## src/rtl/eu_xbuf_mp.sv

```systemverilog
// eu_xbuf_mp: fully associative multi-consumer operand exchange buffer with occupancy status.
// Optional same-cycle write-to-read bypass enabled by defining EU_XBUF_MP_BYPASS_EN.
module eu_xbuf_mp #(
    parameter int IDX_BITS     = 2,
    parameter int NUM_RD_PORTS = 2,
    parameter int CNT_WIDTH    = 2,
    parameter int ADDR_WIDTH   = 8,
    parameter int DATA_WIDTH   = 16
) (
    input  logic                               clk,
    input  logic                               reset,
    input  logic [ADDR_WIDTH-1:0]              in_addr_i,
    input  logic [DATA_WIDTH-1:0]              in_data_i,
    input  logic [CNT_WIDTH-1:0]               in_cnt_i,
    input  logic                               in_valid_i,
    output logic                               in_ready_o,
    input  logic [NUM_RD_PORTS*ADDR_WIDTH-1:0] req_addr_i,
    input  logic [NUM_RD_PORTS-1:0]            req_valid_i,
    output logic [NUM_RD_PORTS*DATA_WIDTH-1:0] resp_data_o,
    output logic [NUM_RD_PORTS-1:0]            resp_success_o,
    output logic [IDX_BITS:0]                  occupancy_o,
    output logic                               full_o,
    output logic                               empty_o
);
    localparam int DEPTH = 2**IDX_BITS;
    // wide enough to hold both a per-cycle hit count and a stored count without wrap
    localparam int KW = $clog2(NUM_RD_PORTS+1) + CNT_WIDTH;
    typedef logic [IDX_BITS:0] occ_t;
    logic [DEPTH-1:0]            valid;
    logic [ADDR_WIDTH-1:0]       tag      [DEPTH];
    logic [DATA_WIDTH-1:0]       data     [DEPTH];
    logic [CNT_WIDTH-1:0]        cnt      [DEPTH];
    logic [CNT_WIDTH-1:0]        cnt_next [DEPTH];
    logic [DATA_WIDTH-1:0]       hit_data [NUM_RD_PORTS];
    logic [DEPTH-1:0]            free_e;
    logic [NUM_RD_PORTS-1:0]     hit_p;
    logic [NUM_RD_PORTS-1:0]     byp;
    logic [KW-1:0]               k;
    logic [KW-1:0]               bk;
    logic [IDX_BITS-1:0]         slot;
    logic [CNT_WIDTH-1:0]        in_cnt1;
    logic [CNT_WIDTH-1:0]        store_cnt;
    occ_t                        occ;
    occ_t                        nfree;
    logic                        dup;
    logic                        accept;
    logic                        alloc;
    assign occupancy_o = occ;
    assign full_o      = occ == occ_t'(DEPTH);
    assign empty_o     = occ == '0;
    assign in_ready_o  = ~full_o & ~dup;
    assign accept      = in_valid_i & in_ready_o;
    assign in_cnt1     = (in_cnt_i == '0) ? CNT_WIDTH'(1) : in_cnt_i;
    always_comb begin
        dup    = 1'b0;
        slot   = '0;
        hit_p  = '0;
        free_e = '0;
        nfree  = '0;
        k      = '0;
        for (int p = 0; p < NUM_RD_PORTS; p++) hit_data[p] = '0;
        for (int e = 0; e < DEPTH; e++) begin
            k = '0;
            for (int p = 0; p < NUM_RD_PORTS; p++)
                if (req_valid_i[p] && valid[e] && tag[e] == req_addr_i[p*ADDR_WIDTH +: ADDR_WIDTH]) begin
                    k           = k + KW'(1);
                    hit_p[p]    = 1'b1;
                    hit_data[p] = data[e];
                end
            free_e[e]   = (k != '0) && (k >= KW'(cnt[e]));
            cnt_next[e] = cnt[e] - CNT_WIDTH'(k);
            nfree       = nfree + occ_t'(free_e[e]);
            dup         = dup | (valid[e] && tag[e] == in_addr_i);
        end
        for (int e = DEPTH-1; e >= 0; e--) if (!valid[e]) slot = IDX_BITS'(e);
    end
`ifdef EU_XBUF_MP_BYPASS_EN
    always_comb begin
        byp = '0;
        for (int p = 0; p < NUM_RD_PORTS; p++)
            byp[p] = accept && req_valid_i[p] && req_addr_i[p*ADDR_WIDTH +: ADDR_WIDTH] == in_addr_i;
    end
`else
    assign byp = '0;
`endif
    // bypass consumers are charged against the count before the entry is stored
    always_comb begin
        bk = '0;
        for (int p = 0; p < NUM_RD_PORTS; p++) bk = bk + KW'(byp[p]);
        alloc     = accept && (KW'(in_cnt1) > bk);
        store_cnt = in_cnt1 - CNT_WIDTH'(bk);
    end
    always_ff @(posedge clk) begin
        if (reset) begin
            valid          <= '0;
            occ            <= '0;
            resp_success_o <= '0;
            resp_data_o    <= '0;
        end else begin
            for (int e = 0; e < DEPTH; e++)
                if (free_e[e]) valid[e] <= 1'b0;
                else if (valid[e]) cnt[e] <= cnt_next[e];
            if (alloc) begin
                valid[slot] <= 1'b1;
                tag[slot]   <= in_addr_i;
                data[slot]  <= in_data_i;
                cnt[slot]   <= store_cnt;
            end
            occ <= occ + occ_t'(alloc) - nfree;
            for (int p = 0; p < NUM_RD_PORTS; p++) begin
                resp_success_o[p] <= hit_p[p] | byp[p];
                if (hit_p[p]) resp_data_o[p*DATA_WIDTH +: DATA_WIDTH] <= hit_data[p];
                else if (byp[p]) resp_data_o[p*DATA_WIDTH +: DATA_WIDTH] <= in_data_i;
            end
        end
    end
endmodule

```

## config.mk

```make
export PLATFORM = sky130hd
export DESIGN_NAME = eu_xbuf_mp
export DESIGN_NICKNAME = d
export VERILOG_FILES = /design/src/rtl/eu_xbuf_mp.sv
export SDC_FILE = /design/constraint.sdc
export NUM_CORES = 1
export LEC_CHECK = 0
export CORE_MARGIN = 2
export CORE_UTILIZATION = 48
export DETAILED_ROUTE_END_ITERATION = 10
export GPL_TIMING_DRIVEN = 0
export PLACE_DENSITY = 0.67
export SLEW_MARGIN = 30
export SYNTH_ARGS = -nofsm -noshare
export SYNTH_HDL_FRONTEND = slang
export SYNTH_SLANG_ARGS = --single-unit
```

## constraint.sdc

```tcl
create_clock -name clk -period 7 [get_ports clk]
set_input_delay 1.75 -clock clk [delete_from_list [all_inputs] [get_ports clk]]
set_output_delay 1.75 -clock clk [all_outputs]
set_load 0.03 [all_outputs]
```

Word-level counts from Yosys, hierarchy flattened
Memories as Yosys holds them, arrays and structs flattened.
Index checks and enable logic that the tools add are counted.
- RAM bits: 104
- memories kept: 3
- bits in registers: 41
- output and inout bits: 40
- bitwise logic cells: 8
- add/sub/neg operators: 13
- equality and inequality tests: 13
- reduce and logical (&&, ||, !) cells: 32
- order comparisons: 7
- muxes and demuxes: 59
- memory list (name ; depth ; width ; read ports ; clocked after memory_dff ; wr ports ; RTL line ; RTL):
    data ; 4 ; 16 ; 4 ; 0 ; 1 ; 31 ; logic [DATA_WIDTH-1:0] data [DEPTH];
    tag ; 4 ; 8 ; 4 ; 0 ; 1 ; 30 ; logic [ADDR_WIDTH-1:0] tag [DEPTH];
    cnt ; 4 ; 2 ; 4 ; 0 ; 5 ; 32 ; logic [CNT_WIDTH-1:0] cnt [DEPTH];
- operators by type and width (cell ; count):
    $mux 16 ; 8
    $eq 8x8->1 ; 12
    $mux 1 ; 40
    $logic_and 1x1->1 ; 26
    $mux 4 ; 5
    $add 4x1->4 const B ; 4
    $ge 4x2->1 ; 4
    $reduce_bool 4->1 ; 4
    $mux 2 ; 5
    $sub 2x2->2 ; 4
    $add 3x1->3 ; 2
    $or 4x4->4 ; 1
    $add 2x1->3 ; 1
    $eq 3x3->1 const B ; 1
    $logic_not 3->1 ; 1
    $lt 2x3->1 const B ; 1
    $or 1x1->1 ; 3
    $sub 3x3->3 ; 1
    $add 1x1->2 ; 1
    $and 1x1->1 ; 2
    $demux 1 s2 ; 1
    $ge 2x1->1 const B ; 1
    $gt 2x1->1 const B ; 1
    $logic_not 2->1 ; 1
    $not 1->1 ; 2

Longest topological paths before layout
An unclocked memory read counts as a cell.
- word-level depth: 13
- mapped depth: 18
- gate-level depth less buffers: 17

Worst setup path before layout
OpenSTA, ideal clock, no wires.
- kind: input -> register
- start: in req_addr_i[1]
- end: reg occ[2] (netlist: occupancy_o[2])
- buffers on the path: 1
- required time: 6.872 ns
- cell stages on the path: 17
- data arrival time: 5.270 ns
- setup slack: 1.602 ns
- path through: xnor2_1 nand4_1 nor4_4 clkbuf_1 inv_1 ha_1 ha_1 nand2b_1 a21oi_1 nor2_1 fa_1 inv_1 ha_1 fa_1 xor2_1 xnor2_1 nor2_1
- longest elaborated chain between the ends: 11
- RTL lines (element ; RTL line ; RTL):
    start: declaration ; 17 ; input logic [NUM_RD_PORTS*ADDR_WIDTH-1:0] req_addr_i,
    $eq 8x8->1 ; 65 ; if (req_valid_i[p] && valid[e] && tag[e] == req_addr_i[p*ADDR_WIDTH +: ADDR_WIDTH]) begin
    $logic_and 1x1->1 ; 65 ;
    $mux 1 ; 65 ;
    $add 4x1->4 ; 66 ; k = k + KW'(1);
    $mux 4 ; 65 ;
    $ge 4x2->1 or $reduce_bool 4->1 (tied branches) ; 70 ; free_e[e] = (k != '0) && (k >= KW'(cnt[e]));
    $logic_and 1x1->1 ; 70 ;
    $add 1x1->2 ; 72 ; nfree = nfree + occ_t'(free_e[e]);
    $add 2x1->3 ; 72 ;
    $add 3x1->3 * ; 72 ;
    $sub 3x3->3 * ; 109 ; occ <= occ + occ_t'(alloc) - nfree;
    end signal: assignment ; 109 ;
    end: declaration ; 43 ; occ_t occ;
Every way passes the cells marked *; elsewhere a longest branch is shown, timed or not.
A chain may end at the register's enable or synchronous reset.

Worst setup path after layout
- start: in req_addr_i[0]
- end: reg occ[2] (netlist: occupancy_o[2])
Same word-level chain as after synthesis.

==> impl.org <==
** Run status
- The run finished with clean final reports.

** Clock network
- Sink count of the clock tree :: about 150
- The clock tree synthesis step divided the H-tree into 4 levels.
- # hold bufs at CTS :: 0
- Clock-pin slew was measured on the worst setup and hold paths at roughly 0.06 ns.
- Maximum clock path buffer count :: 2
- At the later pin of the worst-skew pair, clock insertion delay measures around 0.42 ns.
- Clock tree from TritonCTS :: built
- Post-CTS repair changed the size of 0 cells.
- Number of setup buffers added after CTS :: 0
- Number of CTS-inserted buffers :: 17
- Clock tree synthesis selected as its root buffer the cell clkbuf_16.

** Timing
- Setup total negative slack :: 0 ns
- Number of setup violations in the final report :: 0
- Number of failing hold endpoints at the final stage :: 0
- Maximum clock frequency :: between 0.15 and 0.2 GHz
- For the pin with the worst max-slew slack, the measured transition is roughly 0.8 ns.
- The routed design could run at a clock period as short as about 6.3 ns.
- In this run the tightest slew margin relative to its limit is 47.1%.
- Slack of the critical path :: 0.728 ns
- Final cycle utilization of the critical path :: between 80% and 90%
- Setup clock skew after layout :: 0.00806 ns
- RSZ-0062 raised after global routing :: false
- The total count of max-transition violations in the final report was 0.

** Global routing
- Across every metal layer, demand over resource in global routing totals about a quarter.
- The initial antenna violation count was 0.
- The via count of the first global-routing pass came to roughly 5500.
- Largest net degree at the start of global routing :: 29
- Global-route wire length before repair :: around 30000 µm
- Global route total overflow :: 0

** Detailed routing
- Detailed routing inserted a total of about 5200 vias.
- For this run, design rule violations remaining after detail routing come to 0.
- Detailed Route Iter0 Violations :: between 400 and 500
- Once detail routing completed, the nets flagged for antenna violations numbered 0.
- Wirelength, routed :: roughly 20000 µm
- Using the TritonRoute via totals, the vias-per-cell ratio works out to 5.73.
- Final routed wire length divided by cell count :: 21.6 µm
- The first TritonRoute pass finished after 5 iterations.

** Placement
- Placed cell count :: 869
- Summed over all nets, the half-perimeter wirelength after detailed placement is 13600 µm.
- IO buf count :: 86
- Area of placed instances :: ~8400 µm²
- The congestion estimate from routability-driven global placement came to 0.895.
- Prior to clock tree synthesis, the placed netlist has a worst setup slack of 0.263 ns.

** Min path
- The min-delay analysis places its worst path in the category register to register.
- The worst hold path terminates at resp_data_o[16].
- Counting instances, the worst hold path has a depth of 1.
- Launch point of the worst hold path :: data[3][0]

** Worst setup path
- Startpoint class of the critical path :: input port
- The worst register-to-register path ends at occupancy_o[2].
- By startpoint and endpoint, the worst setup path is classified as input port to register.
- R2R Setup Slk :: roughly 2.2 ns
- Largest fanout on the critical path :: 10
- For the worst setup path, the data arrival time is around 6.6 ns.
- STA classifies the critical path endpoint as a register.
- WP data required :: ~7.3 ns
- Length in cells of the worst reg-to-reg path :: 17
- Start of the worst register-to-register path :: tag[2][1]

** Final layout
- Antenna cell count :: 0
- For this run, the share of the core covered by cells in the final layout is 59.5%.
- Post-layout nets :: approximately 770
- Non-filler instance count after layout :: roughly 900
- Total non-filler cell area in the finished layout :: approximately 8900 µm²
- Relative to the synthesized area, the layout overhead comes to 22.4%.
- Layout cell share with drive strength beyond 1 :: between 10% and 20%

** Floorplan
- Measured along the x axis, the die boundary spans 127 µm.
- between 80 and 90 I/O pins were placed.
- Die Area :: ~16000 µm²
- # rows :: 45
- In this run the standard cell core region covers between 15000 and 20000 µm².
- Initial core utilization :: 48.6%
- The floorplan step set the die height to 127 µm.

** Logic synthesis
- Counting flops with an async set or reset pin after synthesis yields a share of 0%.
- Of the total synthesized cell area, the portion taken by full adders, half adders and majority gates is under 10%.
- For this run, the leading register cell type out of synthesis is edfxtp_1.
- Count of synthesis-stage warnings from yosys :: 0
- Multiplexer cells account for 7.72% of the synthesized area.
- The synthesized design contains 104 enable-type register cells.
- The cell area that synthesis handed to floorplanning was 7310 µm².
- A synthesized cell averages approximately 12 µm².
- Count of cell types in the netlist :: between 40 and 50
- Synth area leaders :: edfxtp_1 43%, dfxtp_1 11%, xnor2_1 6.4%
- Post-synthesis instance total :: about 600
- Synthesized Nets :: between 600 and 700
- The synthesized netlist devotes 9.42% of its cell area to compound gates.
- Share of the synthesized netlist area taken by xor and xnor gates :: between 10% and 20%
- Summing the sequential cell areas from Yosys gives 54.0% of the chip area.
- After synthesis, the largest family of logic cells by area is XOR/XNOR gates.
- The synthesized netlist devotes between 8 and 9% of its cell area to simple gates.
- In this run the biggest area consumer among cell types represents 42.7% of the synthesized area.
- After synthesis the netlist holds a flip-flop and latch count of roughly 150.
- edfxtp_1 takes more of the synthesized area than any other cell.

** Power and ir drop
- Max VDD drop :: 0.166 mV
- Pwr per Cell Area :: between 200 and 250 nW/µm²
- Leakage power total :: 3.26 nW

** Run
- Maxcap violations :: 0
## registers in the layout, indices dropped and copies added (netlist names)
| signal | cells |
|---|---|
| cnt | 8 |
| data | 64 |
| occupancy_o | 3 |
| resp_data_o | 32 |
| resp_success_o | 2 |
| tag | 32 |
| valid | 4 |
## cells in the final DEF, fill, tap and decap left out, types with 5 or more instances in the layout
| cell type | count |
|---|---|
| a211oi_2 | 7 |
| xnor2_1 | 53 |
| o22ai_1 | 15 |
| buf_2 | 9 |
| dfxtp_1 | 41 |
| ha_1 | 22 |
| clkbuf_1 | 16 |
| nor4_1 | 9 |
| a211oi_1 | 9 |
| nor2b_1 | 5 |
| a21oi_1 | 21 |
| edfxtp_1 | 104 |
| mux2_2 | 19 |
| mux2i_1 | 35 |
| and3_1 | 8 |
| clkdlybuf4s50_1 | 86 |
| a22oi_1 | 15 |
| a211o_1 | 16 |
| clkbuf_16 | 17 |
| nand2_1 | 9 |
| inv_1 | 25 |
| nor2_1 | 39 |
| clkinv_1 | 5 |
| xor2_1 | 50 |
| nand3_1 | 14 |
| nor3_1 | 10 |
| nand4_1 | 8 |
## metal layers
metal / GRT usage [%] / routed length [µm] / part of all wire [%] / vias to the layer above
met5: 0 / 0 / 0 / -
met4: 9.95 / 415 / 2.1 / 0
met3: 4.15 / 807 / 4.1 / 30
met2: 42.0 / 9810 / 50 / 162
met1: 32.5 / 8470 / 43 / 2587
li1: - / - / - / 2386
## cell families after synthesis
group,after synthesis
DFF,145
and+or+nand+nor,118
xor gates and xnor gates,103
AOI/OAI and AO/OA,95
buffers and inverters,55
muxes,54
adders and majority gates,25
## final cells by class
type | count | area [µm²]
clock inverters | 13 | 111
multi-input cells | 395 | 3120
clock buffers | 19 | 433
flip-flops and latches | 145 | 3940
well taps | 188 | 235
plain buffers | 26 | 136
inverters | 29 | 109
repair buffers | 86 | 861
fillers | 1235 | 6090
## synthesized netlist by cell type, drive strengths merged (8+ instances only)
library cell / count
dfxtp: 41
xnor2: 53
mux2i: 35
nand3: 15
nand2: 9
xor2: 50
ha: 22
a22oi: 15
nand4: 8
nor2: 39
clkbuf: 14
inv: 28
a21oi: 21
edfxtp: 104
a211oi: 16
o22ai: 15
nor3: 10
a211o: 16
nor4: 12
and3: 8
mux2: 19
buf: 12
## power by group
group          switching, mW  internal, mW
Clock                  0.363         0.488
Combinational          0.141         0.110
Sequential            0.0305         0.961
Total                  0.534          1.56
## stage by stage
stage                     power [mW]  hold WS, ns
after detailed placement        1.26        0.512
final                           2.09        0.532
after global placement          1.25        0.521
after global routing            2.16        0.560
after CTS                       2.10        0.524
after floorplan                 1.14        0.488
## worst max-delay path, cell delays in order
cell and delay, ns:
clkdlybuf4s50_1 0.64, xnor2_1 0.16, nand3_1 0.17, nor4_4 0.61, clkbuf_1 0.51, inv_1 0.10
ha_1 0.34, ha_1 0.31, nand2b_1 0.15, a21oi_1 0.14, nor2_1 0.10, fa_1 0.44
ha_1 0.29, inv_1 0.05, fa_1 0.42, xor2_1 0.19, xnor2_1 0.13, nor2_1 0.05
## worst max path at each step
stage / startpoint / end / slack, ns / cells past startpoint
finish: req_addr_i[0] / occupancy_o[2] / 0.73 / 18
global route: req_addr_i[1] / occupancy_o[2] / 0.45 / 18
CTS: req_addr_i[7] / occupancy_o[2] / 0.73 / 18
detailed placement: req_addr_i[0] / occupancy_o[2] / 0.26 / 18
global placement: req_addr_i[0] / occupancy_o[2] / 0.34 / 18
floorplan: req_addr_i[1] / occupancy_o[2] / 1.60 / 17
Note: power is estimated with default switching activity, not from simulation.
==> variant (same settings) <==
Set the parameter `IDX_BITS` to 3 (it was 2).
--- a/src/rtl/eu_xbuf_mp.sv
+++ b/src/rtl/eu_xbuf_mp.sv
@@ -3,3 +3,3 @@
 module eu_xbuf_mp #(
-    parameter int IDX_BITS     = 2,
+    parameter int IDX_BITS     = 3,
     parameter int NUM_RD_PORTS = 2,
Interface: changed (resized occupancy_o); port bits go from 87 to 88. No check against the original RTL was run, so the function may have changed too.
==> variant against the original RTL <==
Sequential cell count is 109 higher. Worst setup slack got worse by 0.60 ns. Die area up 86%. Via count is 110% higher. Wire length increased by 140%. Power is 65% higher. Count of clock-buffer cells in the layout grew 15. Final cell count increased by 98%. Area after synthesis rose by 90%. Worst hold slack got worse by 0.036 ns. Clock power grew 84%. Cell area is 82% higher. Highest routed layer unchanged.
==> variant: results (changes against the original RTL) <==
Parameter                              Value

Status
  Run status    complete, no violations

Layout
  Clock buffers    34 (+15)
  Biggest regs    data (128), tag (64), resp_data_o (32)
  Clk cell area share    0.0579 (-0.00292)
  Cell area after layout    0.0163 mm² (+82%)
  Share of final-layout standard cells stronger than drive strength 1    0.119 (+0.0183)
  Portion of the layout cell area used by non-clock buffers    0.0825 (-0.0290)
  Number of non-clock buffers in the layout    161 (+44%)
  Fraction of area in registers    0.440 (-0.000873)

Global route
  Total track usage    0.301 (+0.0509)
  Number of global-route vias before repair    10700 (+96%)
  Pin count of the biggest net entering global routing    25 (-14%)
  Wire length of the first global-routing pass    67900 µm (+130%)

Yosys
  Most frequent cells after synthesis    sky130_fd_sc_hd__edfxtp_1 (208), sky130_fd_sc_hd__xor2_1 (130), sky130_fd_sc_hd__nor2_1 (85)
  Number of nets produced by synthesis    1363 (+100%)
  Number of enable flip-flop cells after synthesis    208 (+100%)
  Number of unique standard cell types used by synthesis    58 (+29%)

Placement
  Total half-perimeter wirelength after legalization and detailed placement    32400 µm (+140%)
  Placement-stage worst setup slack    -1.11 ns (-1.37 ns)
  Routability-driven placement congestion ratio    0.956 (+6.8%)

Power and ir drop
  Worst IR drop on VDD    0.159 mV (-4.5%)
  P_leak    5.88 nW (+80%)

Clock network
  H-tree depth    1 (-3)
  Bufs on Longest Clock Path    3 (+1)

Critical path
  Reg2Reg Capture Point    occupancy_o[3]$_SDFF_PP0_
  Startpoint of the worst setup timing path    req_addr_i[8]

STA
  Worst-case clock skew    0.0186 ns (+0.0105 ns)
  Worst hold slack    0.496 ns (-0.0361 ns)

Detailed routing
  Total Routed Length    46100 µm (+140%)
  Detail Route met2 WL    20100 µm (+100%)
  Number of design-rule violations left by the first detailed-router iteration    1572 (+260%)
  Met3 layer wire length in the routed design    5250 µm (+550%)
-- variant: changes by cell type in the layout (fill, tap and decap cells not counted), sizes merged, moves of 41 or more --
cell    delta
buf       +53
xor2      +80
nor2      +46
nor3      +76
a21oi     +44
nand2     +49
edfxtp   +104
o211ai    +41
-- variant: power groups by stage --
stage                     Sequential, mW  Clock, mW  Combinational (mW)
final                               1.67       1.56               0.226
after global placement              1.71          0               0.211
after CTS                           1.67       1.56               0.221
after global routing                1.68       1.62               0.239
after floorplan                     1.70          0               0.124
after detailed placement            1.70          0               0.220
-- variant: cells by family after synthesis --
logic type,share of synthesized area
flops,0.517
buf+inv,0.0458
mux,0.0133
fa+ha+maj,0.0511
compound gates,0.102
simple gates,0.142
xor+xnor,0.128
-- variant: worst reg2reg max path: stages (launching register included) --
cell and delay, ns:
sky130_fd_sc_hd__edfxtp_1 0.50, sky130_fd_sc_hd__xor2_1 0.21, sky130_fd_sc_hd__nor4_1 0.54, sky130_fd_sc_hd__nand3_2 0.47
sky130_fd_sc_hd__clkbuf_2 0.43, sky130_fd_sc_hd__ha_1 0.39, sky130_fd_sc_hd__ha_1 0.30, sky130_fd_sc_hd__nand2b_1 0.10
sky130_fd_sc_hd__a21oi_1 0.06, sky130_fd_sc_hd__or2_2 0.33, sky130_fd_sc_hd__fa_1 0.37, sky130_fd_sc_hd__inv_1 0.07
sky130_fd_sc_hd__fa_1 0.40, sky130_fd_sc_hd__inv_1 0.08, sky130_fd_sc_hd__fa_1 0.15, sky130_fd_sc_hd__inv_1 0.05
sky130_fd_sc_hd__fa_1 0.50, sky130_fd_sc_hd__inv_1 0.04, sky130_fd_sc_hd__ha_1 0.28, sky130_fd_sc_hd__ha_1 0.21
sky130_fd_sc_hd__xnor2_1 0.18, sky130_fd_sc_hd__xnor2_1 0.14, sky130_fd_sc_hd__nor2_1 0.05
-- variant: what timing repair did --
action / CTS / global route
resized for setup: 7 / 16
endpoints found under the setup margin: 3 / 2
setup buffers: 2 / 3
pin swaps: 0 / 1
-- variant: worst min-delay path by stage --
stage | startpoint | to | cells past startpoint
after floorplan | valid[2]$_SDFF_PP0_ | valid[2]$_SDFF_PP0_ | 2
after global placement | resp_data_o[30]$_SDFFE_PP0P_ | resp_data_o[30]$_SDFFE_PP0P_ | 2
after detailed placement | resp_data_o[24]$_SDFFE_PP0P_ | resp_data_o[24]$_SDFFE_PP0P_ | 2
after CTS | resp_data_o[24]$_SDFFE_PP0P_ | resp_data_o[24]$_SDFFE_PP0P_ | 2
after global routing | resp_data_o[24]$_SDFFE_PP0P_ | resp_data_o[24]$_SDFFE_PP0P_ | 2
final | resp_data_o[30]$_SDFFE_PP0P_ | resp_data_o[30]$_SDFFE_PP0P_ | 2
